`src/rtl/led_pattern_pkg.sv`:
```
// Shared definitions for the LED pattern generator: mode encodings,
// scan/breathe ramp direction and default parameter values.
package led_pattern_pkg;

   localparam int NUM_LEDS_DEFAULT   = 8;
   localparam int PRESCALE_W_DEFAULT = 18;
   localparam int PWM_W_DEFAULT      = 8;

   typedef enum logic [1:0] {
      MODE_COUNT   = 2'd0,
      MODE_SCAN    = 2'd1,
      MODE_BREATHE = 2'd2,
      MODE_FREEZE  = 2'd3
   } mode_e;

   typedef enum logic {
      DIR_UP   = 1'b0,
      DIR_DOWN = 1'b1
   } dir_e;

endpackage

```
`src/rtl/led_pattern_gen_pwm.sv`:
```
// led_pwm: free-running PWM counter plus compare against a level.
// pwm_out is combinational from the counter register; the caller registers it.
// Only instantiated when LED_PATTERN_BREATHE_EN is defined.
module led_pwm #(
   parameter int PWM_W = 8
) (
   input  logic             clk,
   input  logic             NOTRESET,
   input  logic [PWM_W-1:0] level,
   output logic             pwm_out
);

   logic [PWM_W-1:0] cnt_q;
   logic [PWM_W-1:0] cnt_d;

   // Counter advances every clock regardless of pause or mode.
   always_comb begin
      cnt_d = cnt_q + 1'b1;
   end

   // Counter register with synchronous active-low reset.
   always_ff @(posedge clk) begin
      if (!NOTRESET) begin
         cnt_q <= '0;
      end else begin
         cnt_q <= cnt_d;
      end
   end

   assign pwm_out = (cnt_q < level);

endmodule

```
`src/rtl/led_pattern_gen.sv`:
```
// led_pattern_gen: prescaled LED pattern generator with COUNT, SCAN,
// BREATHE and FREEZE modes. Optional feature macro: LED_PATTERN_BREATHE_EN
// (when undefined, BREATHE is not built and mode 2 acts as FREEZE).
module led_pattern_gen
   import led_pattern_pkg::*;
#(
   parameter int NUM_LEDS   = NUM_LEDS_DEFAULT,
   parameter int PRESCALE_W = PRESCALE_W_DEFAULT,
   parameter int PWM_W      = PWM_W_DEFAULT
) (
   input  logic                clk,
   input  logic                NOTRESET,
   input  logic [1:0]          mode,
   input  logic                pause,
   output logic [NUM_LEDS-1:0] leds,
   output logic                tick
);

   localparam int POS_W = (NUM_LEDS > 1) ? $clog2(NUM_LEDS) : 1;
   localparam logic [POS_W-1:0] POS_MAX    = POS_W'(NUM_LEDS - 1);
   localparam logic [POS_W-1:0] POS_MAX_M1 = POS_W'((NUM_LEDS > 1) ? NUM_LEDS - 2 : 0);

   logic [PRESCALE_W-1:0] pre_q, pre_d;
   mode_e                 mode_q, mode_d;
   logic [NUM_LEDS-1:0]   cnt_q, cnt_d;
   logic [NUM_LEDS-1:0]   leds_q, leds_d;
   logic [POS_W-1:0]      pos_q, pos_d;
   dir_e                  dir_q, dir_d;
   logic                  tickInt;
   logic                  modeChange;

`ifdef LED_PATTERN_BREATHE_EN
   logic [PWM_W-1:0] level_q, level_d;
   dir_e             levelDir_q, levelDir_d;
   logic             pwmOut;

   led_pwm #(
      .PWM_W(PWM_W)
   ) u_led_pwm (
      .clk     (clk),
      .NOTRESET(NOTRESET),
      .level   (level_q),
      .pwm_out (pwmOut)
   );
`endif

   assign tickInt    = (pre_q == '1) && !pause;
   assign modeChange = (mode != mode_q);

   // Next-state for prescaler and pattern state; a mode change overrides any tick.
   always_comb begin
      pre_d  = pause ? pre_q : pre_q + 1'b1;
      mode_d = mode_e'(mode);
      cnt_d  = cnt_q;
      pos_d  = pos_q;
      dir_d  = dir_q;
      leds_d = leds_q;
`ifdef LED_PATTERN_BREATHE_EN
      level_d    = level_q;
      levelDir_d = levelDir_q;
`endif
      if (modeChange) begin
         cnt_d = '0;
         pos_d = '0;
         dir_d = DIR_UP;
`ifdef LED_PATTERN_BREATHE_EN
         level_d    = '0;
         levelDir_d = DIR_UP;
`endif
         case (mode_e'(mode))
            MODE_COUNT:   leds_d = '0;
            MODE_SCAN:    leds_d = NUM_LEDS'(1);
`ifdef LED_PATTERN_BREATHE_EN
            MODE_BREATHE: leds_d = '0;
`endif
            default:      leds_d = leds_q;
         endcase
      end else begin
         case (mode_q)
            MODE_COUNT: begin
               if (tickInt) begin
                  cnt_d  = cnt_q + 1'b1;
                  leds_d = cnt_d;
               end
            end
            MODE_SCAN: begin
               if (tickInt) begin
                  if (NUM_LEDS == 1) begin
                     pos_d = '0;
                  end else if (dir_q == DIR_UP) begin
                     if (pos_q == POS_MAX) begin
                        dir_d = DIR_DOWN;
                        pos_d = POS_MAX_M1;
                     end else begin
                        pos_d = pos_q + 1'b1;
                     end
                  end else begin
                     if (pos_q == '0) begin
                        dir_d = DIR_UP;
                        pos_d = POS_W'(1);
                     end else begin
                        pos_d = pos_q - 1'b1;
                     end
                  end
                  leds_d = NUM_LEDS'(1) << pos_d;
               end
            end
`ifdef LED_PATTERN_BREATHE_EN
            MODE_BREATHE: begin
               if (tickInt) begin
                  if (levelDir_q == DIR_UP) begin
                     if (level_q == '1) begin
                        levelDir_d = DIR_DOWN;
                        level_d    = level_q - 1'b1;
                     end else begin
                        level_d = level_q + 1'b1;
                     end
                  end else begin
                     if (level_q == '0) begin
                        levelDir_d = DIR_UP;
                        level_d    = level_q + 1'b1;
                     end else begin
                        level_d = level_q - 1'b1;
                     end
                  end
               end
               leds_d = {NUM_LEDS{pwmOut}};
            end
`endif
            default: begin
               leds_d = leds_q;
            end
         endcase
      end
   end

   // State registers; synchronous reset overrides mode change, pause and tick.
   always_ff @(posedge clk) begin
      if (!NOTRESET) begin
         pre_q  <= '0;
         mode_q <= MODE_COUNT;
         cnt_q  <= '0;
         pos_q  <= '0;
         dir_q  <= DIR_UP;
         leds_q <= '0;
`ifdef LED_PATTERN_BREATHE_EN
         level_q    <= '0;
         levelDir_q <= DIR_UP;
`endif
      end else begin
         pre_q  <= pre_d;
         mode_q <= mode_d;
         cnt_q  <= cnt_d;
         pos_q  <= pos_d;
         dir_q  <= dir_d;
         leds_q <= leds_d;
`ifdef LED_PATTERN_BREATHE_EN
         level_q    <= level_d;
         levelDir_q <= levelDir_d;
`endif
      end
   end

   assign leds = leds_q;
   assign tick = tickInt;

endmodule

```
`config.mk`:
```
export PLATFORM = sky130hd
export DESIGN_NAME = led_pattern_gen
export DESIGN_NICKNAME = d
export VERILOG_FILES = /design/src/rtl/led_pattern_pkg.sv /design/src/rtl/led_pattern_gen_pwm.sv /design/src/rtl/led_pattern_gen.sv
export SDC_FILE = /design/constraint.sdc
export NUM_CORES = 1
export LEC_CHECK = 0
export ABC_AREA = 1
export BUFFER_PORTS_ARGS = -buffer_cell sky130_fd_sc_hd__buf_2
export CAP_MARGIN = 20
export CORE_UTILIZATION = 48
export CTS_BUF_LIST = sky130_fd_sc_hd__clkbuf_4 sky130_fd_sc_hd__clkbuf_8 sky130_fd_sc_hd__clkbuf_16
export DETAILED_ROUTE_END_ITERATION = 12
export PLACE_DENSITY = 0.65
export SLEW_MARGIN = 20
export SYNTH_ARGS = -nofsm -noshare
export SYNTH_HDL_FRONTEND = slang
export SYNTH_HIERARCHICAL = 1
export SYNTH_SLANG_ARGS = --single-unit
export TNS_END_PERCENT = 10
```
`constraint.sdc`:
```
create_clock -name clk -period 2.8 [get_ports clk]
set_clock_uncertainty 0.1 [all_clocks]
set_input_delay 0.56 -clock clk [delete_from_list [all_inputs] [get_ports clk]]
set_output_delay 0.56 -clock clk [all_outputs]
set_load 0.01 [all_outputs]
```
==> flow_metrics.tcl <==
set metrics [dict create \
    cp_num_cells 8 \
    synthCells 394 \
    drt_wl_total_um 5070 \
    syn_nets 405 \
    die_area_um2 5360 \
    path_clk_slew_ns 0.07 \
    grt_max_degree 22 \
    hp-class "reg2reg" \
    num_vias 2261 \
    r2r_cells 12 \
    r2r_setup_slack_ns 0.88 \
    ys_ff_latch 40 \
    core_area_um2 4820 \
    fmax_mhz 428 \
    worstPathRequired_ns 2.14 \
    synth.largest_area_cell "dfxtp_1" \
    path_max_fanout 3 \
    drc 0 \
    pin_count 14 \
    crit_path_start "pre_q[1]$_SDFFE_PN0N_" \
    via_per_inst 4.74 \
    worstSkewPairLatency_ns 0.29 \
    port_buffers 13 \
    cp-endpoint "tick" \
    vdd_drop_max_mv 0.363 \
    final_cell_mix "nand2_1, nor2_1, inv_1" \
    slowest_delay_ns 0.38 \
    track_usage_pct 21.5 \
    outcome "complete, no violations" \
    crit_top_cell "nand2_1" \
    tns_ns 0 \
    final.min_clock_period_ns 2.34 \
    final_common_cell "nand2_1" \
    cts_made_buffers 5 \
    cts_tree "done" \
    firstDrtPassIters 4 \
    antenna_found_initial 0 \
    drive_gt1_share_pct 10.0 \
    max-slew-margin-rel_pct 72.2 \
    finalNetCount 420 \
    antenna_left 0 \
    htreeDepth 2 \
    drt_iter0_drc 127 \
    r2r_start "pos_q[0]$_SDFFE_PP0P_" \
    cts_resized 0 \
    cts_buffer_depth 2 \
    grt_pass1_vias 2010 \
    worst-path-buf-inv 2 \
    drv_cap 0 \
    syn_avg_cell_area_um2 6.18 \
    worstPathCellList "ha_1, nand2_1, nor2_1, nand2_1, nor2_2, nand3_2, inv_1, buf_2" \
    crit_path_end_kind "output pin" \
    post_drt_wl_per_cell_um 10.6 \
    hold_viol 0 \
    die_h_um 73.2 \
    grt_overflow_total 0 \
    crit_type "reg2out" \
    min_period_over_period_pct 83.5 \
    synthArstFlopShare_pct 0 \
    critPathTopFamily "simple AND/OR/NAND/NOR gates" \
    synth_cell_type_count 27 \
    initial_utilization_pct 50.5 \
    final_util_pct 55.0 \
    gp_congestion 0.823 \
    cts_setup_buffers 0 \
    drv_slew 0 \
    seq_area_frac_synth_pct 32.9 \
    netlist_area_um2 2430 \
    clockRootBuffer "clkbuf_8" \
    p_per_area_nw_per_um2 414 \
    worst_pin_slew_ns 0.416 \
    critPathSlowestCell "dfxtp_1" \
    critPathLaunchType "flop" \
    synth_edf_count 0 \
    p_leak_nw 1.27 \
    die_w_um 73.2 \
    grt_pass1_wl_um 8910 \
    cts.sinks 40 \
    finalHoldWorstSlack_ns 0.374 \
    synth-warning-count 6 \
    placed_cell_area_um2 2550 \
    dp_hpwl_um 3940 \
    netlist_top_cells_area "dfxtp_1, nand2_1, nor2_1, inv_1, a21oi_1" \
    synthDominantCellAreaShare_pct 32.9 \
    finalInstanceArea_um2 2650 \
    synthToLayoutAreaGrowth_pct 8.74 \
    r2r-end "leds[4]$_SDFFE_PN0P_" \
    rsz0062_at_grt "false" \
    ctsHoldBuffers 0 \
    rows 25 \
    n_antenna_cell 0 \
    finalSetupViolCount 0 \
    crit_arrival_ns 1.68 \
    synth-main-ff-cell "dfxtp_1" \
]
## worst min-delay path by stage
stage	cells past startpoint	slack, ns	startpoint	end
2_1_floorplan	2	0.34	pre_q[8]$_SDFFE_PN0N_	pre_q[8]$_SDFFE_PN0N_
3_3_place_gp	2	0.36	pre_q[8]$_SDFFE_PN0N_	pre_q[8]$_SDFFE_PN0N_
3_5_place_dp	2	0.37	pre_q[8]$_SDFFE_PN0N_	pre_q[8]$_SDFFE_PN0N_
4_1_cts	2	0.38	pre_q[8]$_SDFFE_PN0N_	pre_q[8]$_SDFFE_PN0N_
5_1_grt	2	0.41	pre_q[8]$_SDFFE_PN0N_	pre_q[8]$_SDFFE_PN0N_
6_report	2	0.37	pre_q[8]$_SDFFE_PN0N_	pre_q[8]$_SDFFE_PN0N_
## synthesized netlist by cell type, types with 2 or more instances
library cell,count
nand2_4,2
nor2_4,3
o21a_1,3
nand3_2,3
xor2_1,2
o21ai_0,16
nor2_2,3
ha_1,6
nand4_1,8
dfxtp_1,40
buf_6,2
nor3_4,2
inv_1,57
nor3_1,3
a21oi_1,23
nand2_2,3
nor2_1,64
nand2_1,125
nand3_1,19
buf_2,3
## power breakdown
part / leakage, nW / internal, mW / total, mW / switching [mW]
sequential: 0.324 / 0.581 / 0.588 / 0.00747
clock: 0.0523 / 0.220 / 0.411 / 0.190
combinational: 0.890 / 0.0333 / 0.0983 / 0.0650
total: 1.27 / 0.834 / 1.10 / 0.263
## kinds of logic after synthesis
family	share of synthesized area [%]
simple gates	42.9
compound gates	8.94
xor+xnor	1.08
buf+inv	11.1
fa+ha+maj	3.08
flops	32.9
## tightest hold or removal path, delay by kind of cell (launching register included)
family / cells / cell delay, ns
flip-flops: 1 / 0.33
AO/OA/AOI/OAI: 1 / 0.05
buffers and inverters: 1 / 0.05
## sequential cells by signal, summed over array words and instances, names as in the netlist
signal and count:
cnt_q 8, dir_q 1, leds 8, mode_q 2, pos_q 3, pre_q 18
## per-layer routing
| metal | vias up | GRT usage (%) | routed length [um] | share of wire, % |
|---|---|---|---|---|
| met5 | - | 0 | 0 | 0 |
| li1 | 1250 | - | - | - |
| met4 | 0 | 7.19 | 46 | 0.91 |
| met1 | 972 | 31.1 | 2820 | 56 |
| met3 | 4 | 4.14 | 184 | 3.6 |
| met2 | 35 | 31.9 | 2020 | 40 |
## final cells by class
type	instances	area (um2)
inverters	59	221
multi-input cells	288	1360
well taps	67	83.8
fillers	535	2170
repair buffers	15	80.1
flip-flops and latches	40	801
clock buffers	8	97.6
## per-stage QoR
step / setup slack, ns / total power [mW] / std cells
5_1_grt: 0.301 / 1.15 / 477
3_3_place_gp: 0.597 / 0.699 / 469
4_1_cts: 0.458 / 1.11 / 477
3_5_place_dp: 0.584 / 0.700 / 469
6_report: 0.461 / 1.10 / 477
2_1_floorplan: 0.926 / 0.675 / 394
No activity file was read; power rests on OpenSTA's default activity.
